===== src/rtl/parity_pkg.sv =====
// Shared constants and width helper for the parity generator.
package parity_pkg;

    localparam int PARITY_DEFAULT_WIDTH = 4;

    // Bits needed to hold a population count of 0..width without overflow.
    function automatic int count_width(input int width);
        return $clog2(width + 1);
    endfunction

endpackage


===== src/rtl/parity_tree.sv =====
// Combinational balanced-tree XOR reduction and population count.
// Latency 0 (pure logic); no backpressure.
module parity_tree
    import parity_pkg::*;
#(
    parameter int WIDTH = PARITY_DEFAULT_WIDTH,
    parameter int CW    = count_width(WIDTH)
) (
    input  logic [WIDTH-1:0] in,
    output logic             parity,
    output logic [CW-1:0]    count
);

    // Leaves are padded with zeros up to a power of two so every level halves cleanly.
    localparam int LEVELS = (WIDTH > 1) ? $clog2(WIDTH) : 0;
    localparam int LEAVES = 1 << LEVELS;

    for (genvar l = 0; l <= LEVELS; l++) begin : g_lvl
        localparam int N = LEAVES >> l;

        logic [CW-1:0] cnt [N];
        logic          par [N];

        for (genvar n = 0; n < N; n++) begin : g_node
            if (l == 0) begin : g_leaf
                if (n < WIDTH) begin : g_data
                    assign cnt[n] = CW'(in[n]);
                    assign par[n] = in[n];
                end else begin : g_pad
                    assign cnt[n] = '0;
                    assign par[n] = 1'b0;
                end
            end else begin : g_join
                // Partial sums never exceed WIDTH, so CW bits always suffice.
                assign cnt[n] = g_lvl[l-1].cnt[2*n] + g_lvl[l-1].cnt[2*n+1];
                assign par[n] = g_lvl[l-1].par[2*n] ^ g_lvl[l-1].par[2*n+1];
            end
        end
    end

    assign count  = g_lvl[LEVELS].cnt[0];
    assign parity = g_lvl[LEVELS].par[0];

endmodule


===== src/rtl/parity.sv =====
// Registered even/odd parity bit and ones count of the word sampled each clk edge.
// Latency 1 clk; no backpressure, a new word is accepted on every edge.
module parity
    import parity_pkg::*;
#(
    parameter int WIDTH = PARITY_DEFAULT_WIDTH,
    parameter int ODD   = 0
) (
    input  logic                          clk,
    input  logic                          rst,
    input  logic [WIDTH-1:0]              in,
    output logic                          out,
    output logic [count_width(WIDTH)-1:0] ones_count
);

    localparam int   CW      = count_width(WIDTH);
    localparam logic ODD_BIT = (ODD != 0);

    logic          tree_parity;
    logic [CW-1:0] tree_count;

    parity_tree #(
        .WIDTH (WIDTH),
        .CW    (CW)
    ) u_tree (
        .in     (in),
        .parity (tree_parity),
        .count  (tree_count)
    );

    // Reset values keep out == ones_count[0] ^ ODD true from the first edge.
    always_ff @(posedge clk) begin
        if (rst) begin
            out        <= ODD_BIT;
            ones_count <= '0;
        end else begin
            out        <= tree_parity ^ ODD_BIT;
            ones_count <= tree_count;
        end
    end

endmodule


===== config.mk =====
export PLATFORM = sky130hd
export DESIGN_NAME = parity
export DESIGN_NICKNAME = d
export VERILOG_FILES = /design/src/rtl/parity_pkg.sv /design/src/rtl/parity_tree.sv /design/src/rtl/parity.sv
export SDC_FILE = /design/constraint.sdc
export NUM_CORES = 1
export LEC_CHECK = 0
export ABC_AREA = 1
export BUFFER_PORTS_ARGS = -buffer_cell sky130_fd_sc_hd__buf_2
export CORE_AREA = 8 8 45 47
export DETAILED_ROUTE_END_ITERATION = 8
export DIE_AREA = 0 0 53 55
export PLACE_DENSITY_LB_ADDON = 0.15
export SLEW_MARGIN = 20
export SYNTH_ARGS = -nofsm -noshare
export SYNTH_HDL_FRONTEND = slang
export SYNTH_SLANG_ARGS = --single-unit

===== constraint.sdc =====
create_clock -name clk -period 3.15 [get_ports clk]
set_input_delay 0.63 -clock clk [delete_from_list [all_inputs] [get_ports clk]]
set_output_delay 0.63 -clock clk [all_outputs]
set_load 0.02 [all_outputs]

Word level (Yosys, flattened, before mapping) --
Cells that the tools add are included.
Storage, ports and cells: register bits 4, input bits 6
Cells by class: $add $sub $neg 3, bitwise operators 3
Operators with widths (count):
- 1-bit by 1-bit adder with 2-bit output | 2
- 3-bit adder | 1
- 1-bit XOR | 3

Logic depth before layout (Yosys ltp) --
word-level depth 2, gate-level depth with buffers 5, depth with buffers taken out 5

By module --
From an unflattened synthesis, not the netlist that was laid out.
Unflattened totals: cell total of the unflattened synthesis 29, area total of the unflattened synthesis 220.2 µm²
Modules (own cells, without submodules):
- parity | times used 1, cells an instance 12, area each 110.1 µm², seq. area each 80.1 µm²
- parity_tree | times used 1, cells an instance 17, area each 110.1 µm², seq. area each 0.0 µm²

Worst setup path before layout --
Ideal clock, no wire load.
path type input to register, start input port in[2], end register ones_count[1], setup time 0.064 ns, arrival 1.663 ns, path slack 1.423 ns, stages on the path 5, cells stage by stage ha_1 -> ha_1 -> fa_1 -> inv_1 -> nor2_1
On the way: longest elaborated chain between the ends 2
RTL lines:
- start, declared | line parity.sv:11 | input logic [WIDTH-1:0] in,
- 1-bit by 1-bit adder with 2-bit output | line parity_tree.sv:35 | assign cnt[n] = g_lvl[l-1].cnt[2*n] + g_lvl[l-1].cnt[2*n+1];
- 3-bit adder | line parity_tree.sv:35
- net tree_count[1] | line parity.sv:20 | logic [CW-1:0] tree_count;
- end signal, assigned | line parity.sv:38 | ones_count <= tree_count;
- end, declared | line parity.sv:13 | output logic [count_width(WIDTH)-1:0] ones_count
The timed path passes the listed nets, and every way through them passes these cells. A chain may end at the register's enable or synchronous reset.

Final worst setup path --
Same ends and word-level chain as after synthesis.

==> impl_metrics.prom <==
# TYPE chip_impl_metric gauge
chip_impl_metric{name="die_width",unit="µm"} 53
chip_impl_metric{name="report.final.slew_viol_count",unit=""} 0
chip_impl_metric{name="flow.area_growth_from_synthesis",unit="%"} 56.8
chip_impl_metric{name="synth_simple_gate_area_share",unit=""} 0.0763
chip_impl_metric{name="groute.usage.overall",unit=""} 0.0290
chip_impl_metric{name="worst_hold_slack",unit="ns"} 0.587
chip_impl_info{name="critical_path.slowest_cell",value="sky130_fd_sc_hd__fa_1"} 1
chip_impl_metric{name="netSwitchingPower",unit="µW"} 37.5
chip_impl_metric{name="via_count_of_the_first_global_routing_pass",unit=""} 131
chip_impl_metric{name="minimum_clock_period_after_layout",unit="ns"} 1.65
chip_impl_metric{name="power.sequential.fraction",unit=""} 0.312
chip_impl_metric{name="required",unit="ns"} 3.32
chip_impl_metric{name="p_leak",unit="nW"} 0.130
chip_impl_metric{name="count_of_fill_cells_added_during_filler_insertion",unit=""} 161
chip_impl_metric{name="post_cts_repair_timing_setup_buffer_count",unit=""} 0
chip_impl_metric{name="start_util",unit=""} 0.107
chip_impl_metric{name="last_weighted_congestion_value_of_the_routability_driven_placer",unit=""} 0.654
chip_impl_metric{name="n_antenna_cell",unit=""} 0
chip_impl_metric{name="htreeDepth",unit=""} 1
chip_impl_metric{name="pre_cts_ws",unit="ns"} 1.26
chip_impl_metric{name="die-height",unit="µm"} 55
chip_impl_metric{name="row_count",unit=""} 14
chip_impl_info{name="commonest_non_fill_non_tap_cell_in_the_layout",value="sky130_fd_sc_hd__buf_2"} 1
chip_impl_info{name="timing.critical_path.cells",value="buf_2 -> ha_1 -> ha_1 -> fa_1 -> inv_1 -> nor2_1"} 1
chip_impl_metric{name="ys_ff_latch",unit=""} 3
chip_impl_info{name="clockRootBuffer",value="sky130_fd_sc_hd__clkbuf_4"} 1
chip_impl_metric{name="drt-wirelength-per-cell",unit="µm"} 7.79
chip_impl_metric{name="worst_slew_pin_slew",unit="ns"} 0.113
chip_impl_info{name="tritoncts",value="yes"} 1
chip_impl_metric{name="finalWorstSetupSlack",unit="ns"} 1.50
chip_impl_metric{name="library_cells_used_by_synthesis",unit=""} 6
chip_impl_info{name="critical-path-top-cell-by-count",value="sky130_fd_sc_hd__ha_1"} 1
chip_impl_metric{name="grt_pass1_wl",unit="µm"} 483
chip_impl_info{name="worstSetupPathType",value="input port to flip-flop"} 1
chip_impl_metric{name="regArea",unit="µm²"} 60.1
chip_impl_metric{name="synth_fa_ha_area_frac",unit=""} 0.390
chip_impl_metric{name="max_slew_margin",unit=""} 0.925
chip_impl_metric{name="place.detailed.instances",unit=""} 38
chip_impl_metric{name="drive_gt1_frac",unit=""} 0.462
chip_impl_metric{name="synth_cells",unit=""} 14
chip_impl_metric{name="grt_antenna_before_repair",unit=""} 0
chip_impl_metric{name="fin_area",unit="µm²"} 231
chip_impl_metric{name="num-nets-final",unit=""} 37
chip_impl_metric{name="detailroute.via_count",unit=""} 123
chip_impl_metric{name="timing.setup.tns",unit="ns"} 0
chip_impl_metric{name="num_io_pins",unit=""} 10
chip_impl_metric{name="port_buffers",unit=""} 9
chip_impl_metric{name="post-layout-total-power",unit="µW"} 138
chip_impl_metric{name="core_region_area",unit="µm²"} 1380
chip_impl_metric{name="synth.yosys.seq_area_share",unit=""} 0.407
chip_impl_metric{name="max_frequency",unit="MHz"} 608
chip_impl_metric{name="worst_ir_drop_vdd",unit="mV"} 0.0699
chip_impl_metric{name="stdcell_count",unit=""} 42
chip_impl_metric{name="fin_crit_sh",unit=""} 0.522
chip_impl_metric{name="via_per_inst",unit=""} 2.93
chip_impl_metric{name="synth_xor_xnor_area_share",unit=""} 0
chip_impl_metric{name="synth_nets",unit=""} 24
chip_impl_metric{name="slowest_delay",unit="ns"} 0.48
chip_impl_info{name="critPathCaptureType",value="flip-flop"} 1
chip_impl_metric{name="power.clock.fraction",unit=""} 0.487
chip_impl_info{name="rsz0062_at_grt",value="no"} 1
chip_impl_metric{name="synth-compound-area-share",unit=""} 0
chip_impl_metric{name="synth.mux.area_fraction",unit=""} 0
chip_impl_metric{name="critPathArrivalTime",unit="ns"} 1.82
chip_impl_metric{name="power_report.internal_total",unit="µW"} 101
chip_impl_metric{name="setup_violations",unit=""} 0
chip_impl_metric{name="drt_iter0_markers",unit=""} 0
chip_impl_metric{name="ctsHoldBuffers",unit=""} 0
chip_impl_metric{name="globalRouteOverflowTotal",unit=""} 0
chip_impl_metric{name="numClockSinks",unit=""} 3
chip_impl_metric{name="first_pass_iters",unit=""} 1
chip_impl_metric{name="post_cts_resized",unit=""} 0
chip_impl_info{name="outcome",value="completed"} 1
chip_impl_metric{name="placed_area",unit="µm²"} 205
chip_impl_metric{name="drtAntennaViolNets",unit=""} 0
chip_impl_metric{name="drt_drc_violations_left",unit=""} 0
chip_impl_metric{name="synthesis.yosys.warnings",unit=""} 0
chip_impl_metric{name="maximum_clock_path_buffer_count",unit=""} 2
chip_impl_info{name="main_combinational_cell_family_by_area_after_synthesis",value="adder cells"} 1
chip_impl_metric{name="synth_area",unit="µm²"} 148
chip_impl_metric{name="tritoncts.num_buffers",unit=""} 3
chip_impl_metric{name="sw_frac_of_total",unit=""} 0.271
chip_impl_metric{name="reported_max_cap_violation_count",unit=""} 0
chip_impl_metric{name="power_per_cell_area",unit="nW/µm²"} 598
chip_impl_metric{name="timing_hold_violations_final",unit=""} 0
chip_impl_metric{name="clkSlewWorstSetupHoldPaths",unit="ns"} 0.04
chip_impl_metric{name="grt_start_max_net_pins",unit=""} 4
chip_impl_metric{name="totalWireLength",unit="µm"} 327
chip_impl_info{name="worstSetupStartpointType",value="input port"} 1
chip_impl_metric{name="worst-path-max-fanout",unit=""} 1
chip_impl_metric{name="syn_avg_cell_area",unit="µm²"} 10.5
chip_impl_metric{name="finalCoreUtilization",unit=""} 0.167
chip_impl_info{name="min-delay-path-class",value="input port to flip-flop"} 1
chip_impl_metric{name="fp.dieArea",unit="µm²"} 2920
chip_impl_metric{name="multi_input_comb_area",unit="µm²"} 68.8
chip_impl_metric{name="comb_power_share",unit=""} 0.201
sequential cells by signal, summed over array words and instances, names as in the netlist:
| name | cells |
|---|---|
| out | 1 |
| ones_count | 2 |
worst paths after layout:
kind	from	endpoint	depth (start not counted)
hold / removal	rst	out	2
setup / recovery	in[2]	ones_count[1]	6
power groups by stage:
stage          clock [mW]  combinational, mW  sequential (mW)
6_report           0.0674             0.0278           0.0431
5_1_grt            0.0780             0.0320           0.0433
4_1_cts            0.0717             0.0286           0.0432
3_5_place_dp            0             0.0284           0.0438
3_3_place_gp            0             0.0278           0.0436
2_1_floorplan           0             0.0139           0.0492
synthesized netlist by cell type, drive strengths merged:
library cell | n | area [µm²]
fa | 1 | 20.0
buf | 1 | 7.51
inv | 3 | 11.3
nor2 | 3 | 11.3
ha | 3 | 37.5
dfxtp | 3 | 60.1
layout make-up:
| class | count | area share |
|---|---|---|
| clock buffers | 4 | 0.114 |
| flip-flops and latches | 3 | 0.259 |
| repair buffers | 9 | 0.195 |
| well taps | 16 | 0.0865 |
| inverters | 3 | 0.0486 |
| multi-input cells | 7 | 0.297 |
critical path, delay by kind of cell:
family | cells | cell delay (ns)
AND/OR/NAND/NOR | 1 | 0.07
buffers and inverters | 2 | 0.14
adder cells (fa/ha/maj) | 3 | 0.98
cells by family (layout without fill, tap and decap cells):
| kind of cell | Yosys count | in the layout |
|---|---|---|
| adders and majority gates | 4 | 4 |
| DFF | 3 | 3 |
| buffers and inverters | 4 | 16 |
| and+or+nand+nor | 3 | 3 |
layer usage:
metal,part of all wire,routed length [µm],up-vias,track usage
met3,0.32,105,2,0.0401
met1,0.39,126,45,0.0213
met2,0.24,79,12,0.0176
met5,0,0,-,0
met4,0.052,17,0,0.0647
li1,-,-,64,-
Power figures use the tool's default switching activity.
